**src/rtl/sram_arbiter_pkg.sv**
```systemverilog
// b16_mem_pkg: shared encodings for the two-port SRAM arbiter.
package b16_mem_pkg;
    typedef enum logic [1:0] {ST_IDLE, ST_SETUP, ST_ACCESS, ST_DONE} state_t;
    typedef enum logic {PORT_C = 1'b0, PORT_U = 1'b1} port_t;
    typedef enum logic [1:0] {OP_NONE, OP_RD, OP_WR} op_t;
    localparam int DEF_WAIT_STATES = 3;
    function automatic op_t decode_op(input logic r, input logic [1:0] w);
        return (w != 2'b00) ? OP_WR : r ? OP_RD : OP_NONE;
    endfunction
endpackage

```
**src/rtl/sram_arbiter_if.sv**
```systemverilog
// sram_arbiter_if: requester handshakes (ports c/u) plus SRAM pin bundle.
interface sram_arbiter_if #(parameter int AW = 15);
    logic          c_req, c_r, c_ack, u_req, u_r, u_ack, grant_u;
    logic [15:0]   c_addr, c_wdata, c_rdata, u_addr, u_wdata, u_rdata;
    logic [1:0]    c_w, u_w;
    logic [AW-1:0] sram_addr;
    logic [15:0]   sram_dq_o, sram_dq_i;
    logic          sram_dq_oe, sram_ce_n, sram_oe_n, sram_we_n, sram_ub_n, sram_lb_n;
    modport master (
        output c_req, c_addr, c_r, c_w, c_wdata, u_req, u_addr, u_r, u_w, u_wdata, sram_dq_i,
        input  c_rdata, c_ack, u_rdata, u_ack, grant_u, sram_addr, sram_dq_o, sram_dq_oe,
               sram_ce_n, sram_oe_n, sram_we_n, sram_ub_n, sram_lb_n
    );
    modport slave (
        input  c_req, c_addr, c_r, c_w, c_wdata, u_req, u_addr, u_r, u_w, u_wdata, sram_dq_i,
        output c_rdata, c_ack, u_rdata, u_ack, grant_u, sram_addr, sram_dq_o, sram_dq_oe,
               sram_ce_n, sram_oe_n, sram_we_n, sram_ub_n, sram_lb_n
    );
endinterface

```
**src/rtl/sram_arbiter_pick.sv**
```systemverilog
// sram_arb_pick: grant select; fixed u-priority, or round-robin when ARB_RR_EN is defined.
module sram_arb_pick (
`ifdef ARB_RR_EN
    input  logic clk,
    input  logic reset,
    input  logic take,
`endif
    input  logic c_req,
    input  logic u_req,
    output logic any,
    output logic pick_u
);
    assign any = c_req | u_req;
`ifdef ARB_RR_EN
    logic last_u;
    // History only moves on contested picks, so each tie alternates the winner
    always_ff @(posedge clk or posedge reset)
        if (reset) last_u <= 1'b0;
        else if (take && c_req && u_req) last_u <= pick_u;
    assign pick_u = (c_req && u_req) ? ~last_u : u_req;
`else
    assign pick_u = u_req;
`endif
endmodule

```
**src/rtl/sram_arbiter.sv**
```systemverilog
// sram_arbiter: sequences c/u accesses to the async SRAM (IDLE/SETUP/ACCESS/DONE), registered strobes.
// Optional round-robin arbitration with ARB_RR_EN; default is fixed u-over-c priority.
module sram_arbiter
    import b16_mem_pkg::*;
#(
    parameter int WAIT_STATES = DEF_WAIT_STATES,
    parameter int AW = 15
) (
    input logic        clk,
    input logic        reset,
    sram_arbiter_if.slave bus
);
    state_t        state, state_n;
    op_t           op, op_n, req_op;
    logic [3:0]    cnt, cnt_n;
    logic [1:0]    wbe, wbe_n;
    logic [AW-1:0] addr;
    logic [15:0]   wdata, c_rdata, u_rdata;
    logic          grant_u, grant_n, any, pick_u, load, act;
    logic          c_ack, u_ack, ce_n, oe_n, we_n, ub_n, lb_n, dq_oe;

    assign load = (state == ST_IDLE) && any;

    sram_arb_pick u_pick (
`ifdef ARB_RR_EN
        .clk(clk), .reset(reset), .take(load),
`endif
        .c_req(bus.c_req), .u_req(bus.u_req), .any(any), .pick_u(pick_u)
    );

    assign req_op  = decode_op(pick_u ? bus.u_r : bus.c_r, pick_u ? bus.u_w : bus.c_w);
    assign op_n    = load ? req_op : op;
    assign wbe_n   = load ? (pick_u ? bus.u_w : bus.c_w) : wbe;
    assign grant_n = load ? pick_u : grant_u;

    always_comb begin
        state_n = state;
        cnt_n   = cnt;
        unique case (state)
            ST_IDLE:   state_n = !any ? ST_IDLE : (req_op == OP_NONE) ? ST_DONE : ST_SETUP;
            ST_SETUP:  begin state_n = ST_ACCESS; cnt_n = 4'd0; end
            ST_ACCESS: begin
                state_n = (cnt == 4'(WAIT_STATES - 1)) ? ST_DONE : ST_ACCESS;
                cnt_n   = (cnt == 4'(WAIT_STATES - 1)) ? 4'd0 : cnt + 4'd1;
            end
            ST_DONE:   state_n = ST_IDLE;
        endcase
    end

    // Strobes are computed for the upcoming state so every pin comes straight off a flop
    assign act = (state_n != ST_IDLE) && (op_n != OP_NONE);

    always_ff @(posedge clk or posedge reset) begin
        if (reset) begin
            state <= ST_IDLE; cnt <= 4'd0; op <= OP_NONE; wbe <= 2'b00;
            addr <= '0; wdata <= 16'h0; grant_u <= 1'b0;
            c_rdata <= 16'h0; u_rdata <= 16'h0; c_ack <= 1'b0; u_ack <= 1'b0;
            ce_n <= 1'b1; oe_n <= 1'b1; we_n <= 1'b1; ub_n <= 1'b1; lb_n <= 1'b1; dq_oe <= 1'b0;
        end else begin
            state   <= state_n;
            cnt     <= cnt_n;
            op      <= op_n;
            wbe     <= wbe_n;
            grant_u <= grant_n;
            if (load) begin
                addr  <= pick_u ? bus.u_addr[AW:1] : bus.c_addr[AW:1];
                wdata <= pick_u ? bus.u_wdata : bus.c_wdata;
            end
            if (state == ST_ACCESS && state_n == ST_DONE && op == OP_RD) begin
                if (grant_u) u_rdata <= bus.sram_dq_i;
                else c_rdata <= bus.sram_dq_i;
            end
            c_ack <= (state_n == ST_DONE) && !grant_n;
            u_ack <= (state_n == ST_DONE) && grant_n;
            ce_n  <= !act;
            oe_n  <= !(act && op_n == OP_RD);
            we_n  <= !(state_n == ST_ACCESS && op_n == OP_WR);
            ub_n  <= !(act && (op_n == OP_RD || (op_n == OP_WR && wbe_n[1])));
            lb_n  <= !(act && (op_n == OP_RD || (op_n == OP_WR && wbe_n[0])));
            dq_oe <= act && op_n == OP_WR;
        end
    end

    assign bus.c_rdata    = c_rdata;
    assign bus.u_rdata    = u_rdata;
    assign bus.c_ack      = c_ack;
    assign bus.u_ack      = u_ack;
    assign bus.grant_u    = grant_u;
    assign bus.sram_addr  = addr;
    assign bus.sram_dq_o  = wdata;
    assign bus.sram_dq_oe = dq_oe;
    assign bus.sram_ce_n  = ce_n;
    assign bus.sram_oe_n  = oe_n;
    assign bus.sram_we_n  = we_n;
    assign bus.sram_ub_n  = ub_n;
    assign bus.sram_lb_n  = lb_n;
endmodule

```
**src/flat_wrapper.sv**
```systemverilog
// flat-port wrapper written by rule: the top's interface ports become plain ports
module sram_arbiter_flat import b16_mem_pkg::*;
#(
    parameter int WAIT_STATES = DEF_WAIT_STATES,
    parameter int AW = 15
)
  (clk, reset, bus_c_req, bus_c_addr, bus_c_r, bus_c_w, bus_c_wdata, bus_u_req, bus_u_addr, bus_u_r, bus_u_w, bus_u_wdata, bus_sram_dq_i, bus_c_rdata, bus_c_ack, bus_u_rdata, bus_u_ack, bus_grant_u, bus_sram_addr, bus_sram_dq_o, bus_sram_dq_oe, bus_sram_ce_n, bus_sram_oe_n, bus_sram_we_n, bus_sram_ub_n, bus_sram_lb_n);
  sram_arbiter_if #(.AW(AW)) bus_i ();
  input logic clk;
  input logic reset;
  input wire logic [$bits(bus_i.c_req)-1:0] bus_c_req;
  input wire logic [$bits(bus_i.c_addr)-1:0] bus_c_addr;
  input wire logic [$bits(bus_i.c_r)-1:0] bus_c_r;
  input wire logic [$bits(bus_i.c_w)-1:0] bus_c_w;
  input wire logic [$bits(bus_i.c_wdata)-1:0] bus_c_wdata;
  input wire logic [$bits(bus_i.u_req)-1:0] bus_u_req;
  input wire logic [$bits(bus_i.u_addr)-1:0] bus_u_addr;
  input wire logic [$bits(bus_i.u_r)-1:0] bus_u_r;
  input wire logic [$bits(bus_i.u_w)-1:0] bus_u_w;
  input wire logic [$bits(bus_i.u_wdata)-1:0] bus_u_wdata;
  input wire logic [$bits(bus_i.sram_dq_i)-1:0] bus_sram_dq_i;
  output wire logic [$bits(bus_i.c_rdata)-1:0] bus_c_rdata;
  output wire logic [$bits(bus_i.c_ack)-1:0] bus_c_ack;
  output wire logic [$bits(bus_i.u_rdata)-1:0] bus_u_rdata;
  output wire logic [$bits(bus_i.u_ack)-1:0] bus_u_ack;
  output wire logic [$bits(bus_i.grant_u)-1:0] bus_grant_u;
  output wire logic [$bits(bus_i.sram_addr)-1:0] bus_sram_addr;
  output wire logic [$bits(bus_i.sram_dq_o)-1:0] bus_sram_dq_o;
  output wire logic [$bits(bus_i.sram_dq_oe)-1:0] bus_sram_dq_oe;
  output wire logic [$bits(bus_i.sram_ce_n)-1:0] bus_sram_ce_n;
  output wire logic [$bits(bus_i.sram_oe_n)-1:0] bus_sram_oe_n;
  output wire logic [$bits(bus_i.sram_we_n)-1:0] bus_sram_we_n;
  output wire logic [$bits(bus_i.sram_ub_n)-1:0] bus_sram_ub_n;
  output wire logic [$bits(bus_i.sram_lb_n)-1:0] bus_sram_lb_n;
  assign bus_i.c_req = bus_c_req;
  assign bus_i.c_addr = bus_c_addr;
  assign bus_i.c_r = bus_c_r;
  assign bus_i.c_w = bus_c_w;
  assign bus_i.c_wdata = bus_c_wdata;
  assign bus_i.u_req = bus_u_req;
  assign bus_i.u_addr = bus_u_addr;
  assign bus_i.u_r = bus_u_r;
  assign bus_i.u_w = bus_u_w;
  assign bus_i.u_wdata = bus_u_wdata;
  assign bus_i.sram_dq_i = bus_sram_dq_i;
  assign bus_c_rdata = bus_i.c_rdata;
  assign bus_c_ack = bus_i.c_ack;
  assign bus_u_rdata = bus_i.u_rdata;
  assign bus_u_ack = bus_i.u_ack;
  assign bus_grant_u = bus_i.grant_u;
  assign bus_sram_addr = bus_i.sram_addr;
  assign bus_sram_dq_o = bus_i.sram_dq_o;
  assign bus_sram_dq_oe = bus_i.sram_dq_oe;
  assign bus_sram_ce_n = bus_i.sram_ce_n;
  assign bus_sram_oe_n = bus_i.sram_oe_n;
  assign bus_sram_we_n = bus_i.sram_we_n;
  assign bus_sram_ub_n = bus_i.sram_ub_n;
  assign bus_sram_lb_n = bus_i.sram_lb_n;
  sram_arbiter #(.WAIT_STATES(WAIT_STATES), .AW(AW)) u_core (.clk(clk), .reset(reset), .bus(bus_i));
endmodule
```
**config.mk**
```make
export PLATFORM = sky130hd
export DESIGN_NAME = sram_arbiter_flat
export DESIGN_NICKNAME = d
export VERILOG_FILES = /design/src/rtl/sram_arbiter_pkg.sv /design/src/rtl/sram_arbiter_if.sv /design/src/rtl/sram_arbiter_pick.sv /design/src/rtl/sram_arbiter.sv /design/src/flat_wrapper.sv
export SDC_FILE = /design/constraint.sdc
export NUM_CORES = 1
export LEC_CHECK = 0
export ABC_AREA = 1
export CAP_MARGIN = 25
export CORE_ASPECT_RATIO = 0.8
export CORE_MARGIN = 10
export CORE_UTILIZATION = 46
export DETAILED_ROUTE_END_ITERATION = 16
export HOLD_SLACK_MARGIN = 0.08
export PLACE_DENSITY = 0.89
export SLEW_MARGIN = 30
export SYNTH_ARGS = -nofsm -noshare
export SYNTH_HDL_FRONTEND = slang
export SYNTH_HIERARCHICAL = 1
export SYNTH_SLANG_ARGS = --single-unit
```
**constraint.sdc**
```tcl
create_clock -name clk -period 4.15 [get_ports clk]
set_clock_uncertainty 0.1 [all_clocks]
set_input_delay 0.6225 -clock clk [delete_from_list [all_inputs] [get_ports clk]]
set_output_delay 0.6225 -clock clk [all_outputs]
set_load 0.05 [all_outputs]
```
==> summary.txt <==
Run status
  • Status: complete, no violations

Clock network
  • Worst-path clk slew: 80 ps
  • Post_cts resized: 0
  • Htree depth: 3
  • TritonCTS buffer count: 9
  • CTS tree: done
  • Clock buffer depth: 2
  • # Post-CTS Setup Buffers: 0
  • Hold-fix buffers, CTS: 0
  • # clock sinks: ~80
  • Clock root buffer: clkbuf_8
  • Clk_lat worst skew: 340 ps

Logic synthesis
  • Yosys warns: 6
  • Sequential area share after synthesis: 0.5552
  • Number of synthesized register bits: 82
  • Syn_nets: 512
  • Ranking of synthesized cells by area: dfrtp_1, nand2_1, a21oi_1, nand4_1, dfstp_2
  • Main synth FF type: dfrtp_1
  • Fraction of registers with async set/reset: 1.000
  • Yosys top cell area share: 0.5197
  • Mean post-synth cell area: 8.890 um^2
  • Number of flops mapped to enable cells by yosys: 0
  • Syn Std Cell Area: about 0.0037 mm^2
  • Top cell type by total area after synthesis: dfrtp_1
  • Cell count after synthesis: 417
  • Distinct cells, synth: 31

Global routing
  • Initial antenna violation count: 0
  • GRT Overall Usage: 0.1893
  • Vias in the first global route: 3,579
  • First-pass GRT wire length: 18,600 um
  • Total gr overflow: 0
  • Largest net degree at the start of global routing: 39

Placed design
  • I/O Buffers: 159
  • Post-Place Worst Slack: between 600 and 700 ps
  • GP Congestion: 0.8094
  • Hpwl dp: 8748 um
  • Placed instance area: about 0.0053 mm^2

Critical path
  • Critical path data arrival time: 3300 ps
  • CP startpoint kind: input port
  • Required time worst endpoint: 4320 ps
  • CP max FO: 34
  • Crit. End Element: flop
  • Crit path kind: in -> reg

Routing
  • Avg WL per Cell: 17.19 um
  • Drt pass-1 iters: 4
  • Total number of vias: roughly 3,400
  • Iter 0 DRT Violations: 144
  • Antenna Violating Nets Remaining: 0
  • Number of remaining DRC errors: 0
  • Routed wire length: 11,710 um
  • DR vias/cell: just over 5

Die
  • Core area: 0.007874 mm^2
  • DIE WIDTH: 120.4 um
  • Top Ports: 162
  • Die ar.: 0.01207 mm^2
  • Row cnt: 29
  • Die Span Y: roughly 100 um
  • Initial core utilization: 0.4708

Timing
  • Setup TNS: 0 ps
  • Worst rel slew slack: 0.4549
  • Fin. Hold Viols: 0
  • Minimum clock period: around 3100 ps
  • RSZ-0062 raised after global routing: false
  • Slew @ Worst Pin: between 800 and 900 ps
  • Final setup viols: 0
  • Final Max Tran Viols: 0
  • Achievable frequency: 0.3204 GHz
  • Worst setup margin: 1029 ps
  • Fin crit share: 0.7521

Power
  • Peak VDD IR: just over 0.5 mV
  • Leak: ~2.5 nW
  • PwrDens: between 800 and 900 mW/mm^2

Job
  • Max-Cap Viols: 0

Layout
  • Fin nets: roughly 660
  • Final instance area: between 0.005 and 0.006 mm^2
  • Finished Core Util: 0.7038
  • Layout cells sized above 1: 0.07679
  • Diodes inserted: 0
  • Area Growth Syn to Fin: 49.48%

Min path
  • Worst min path class: reg -> reg
metal layers:
metal | wire length, um | vias to the layer above | global-route usage
met5 | 0 | - | 0
met4 | 268 | 0 | 0.06574
met3 | 800 | 16 | 0.06786
met1 | 4459 | 1634 | 0.2068
met2 | 6181 | 108 | 0.3339
li1 | - | 1682 | -
critical path, stage by stage:
cell and delay (ps):
clkdlybuf4s50_1 900, inv_4 310, nand2_1 130, nand2_1 100, nor2_2 100, nand2_2 110, a21oi_4 670, nand4_1 210
nand2_1 120
cell type report:
type / count / area, um^2
multi-input cells: 290 / 1421
fillers: 613 / 2332
inverters: 19 / 75.07
well taps: 108 / 135.1
repair buffers: 166 / 1644
clock buffers: 14 / 172.7
flip-flops and latches: 82 / 2058
clock inverters: 2 / 35.03
stage by stage:
stage	hold slack [ps]	instances	total power, mW
6_report	385.0	681	4.462
5_1_grt	415.1	681	4.720
4_1_cts	385.7	681	4.496
3_5_place_dp	364.8	665	3.887
3_3_place_gp	363.6	665	3.807
2_1_floorplan	345.8	417	3.004
registers in the layout, summed over array words and instances (netlist names):
| name | flops |
|---|---|
| u_core/bus.u_ack | 1 |
| u_core/bus.c_rdata | 16 |
| u_core/bus.c_ack | 1 |
| u_core/bus.sram_ub_n | 1 |
| u_core/bus.sram_dq_o | 16 |
| u_core/bus.sram_lb_n | 1 |
| u_core/wbe | 2 |
| u_core/bus.grant_u | 1 |
| u_core/bus.sram_ce_n | 1 |
| u_core/state | 2 |
| u_core/cnt | 4 |
| u_core/bus.u_rdata | 16 |
| u_core/bus.sram_dq_oe | 1 |
| u_core/bus.sram_addr | 15 |
| u_core/op | 2 |
| u_core/bus.sram_oe_n | 1 |
| u_core/bus.sram_we_n | 1 |
placed cells by master, fill, tap and decap left out, types with 5 or more instances in the layout:
cell,synthesis,final
clkdlybuf4s50_1,0,159
nand2_1,126,126
dfrtp_1,77,77
a21oi_1,65,65
nor2_1,34,34
nand4_1,33,33
inv_1,14,13
clkbuf_8,0,12
buf_4,1,7
nand3_1,6,6
ha_1,5,5
dfstp_2,5,5
synthesized netlist by cell type (all sizes together), types with 2 or more instances:
| cell | instances |
|---|---|
| a21oi | 66 |
| buf | 13 |
| clkbuf | 13 |
| dfrtp | 77 |
| dfstp | 5 |
| ha | 5 |
| inv | 18 |
| nand2 | 130 |
| nand3 | 7 |
| nand4 | 35 |
| nor2 | 37 |
| nor3 | 2 |
| o21ai | 3 |
| o22ai | 2 |
cell families (layout without fill, tap and decap cells):
logic type,count (synthesis),count (layout),share of synthesized area
compound gates,72,72,0.1026
xor+xnor,1,1,0.002363
fa+ha+maj,5,5,0.01687
buf+inv,45,201,0.06142
flops,82,82,0.5552
mux,1,1,0.002700
simple gates,211,211,0.2589
power breakdown:
part,switching (mW),internal [mW],leakage (nW)
combinational,1.79,0.797,1.40
clock,0.268,0.327,0.107
sequential,0.159,1.12,1.02
path summary, 6_finish.rpt:
kind | slack (ps) | endpoint | cells after the start | startpoint
max reg2reg | 1880 | u_core/bus.c_rdata[7] | 6 | u_core/state[1]
min in group asynchronous | 580 | u_core/bus.sram_dq_o[9] | 2 | reset
max | 1030 | u_core/bus.c_rdata[7] | 9 | bus_u_req
min | 390 | u_core/bus.c_rdata[3] | 2 | u_core/bus.c_rdata[3]
max in group asynchronous | 2580 | u_core/bus.sram_we_n | 3 | reset
min reg2reg | 390 | u_core/bus.c_rdata[3] | 2 | u_core/bus.c_rdata[3]
(Power assumes the default switching activity.)
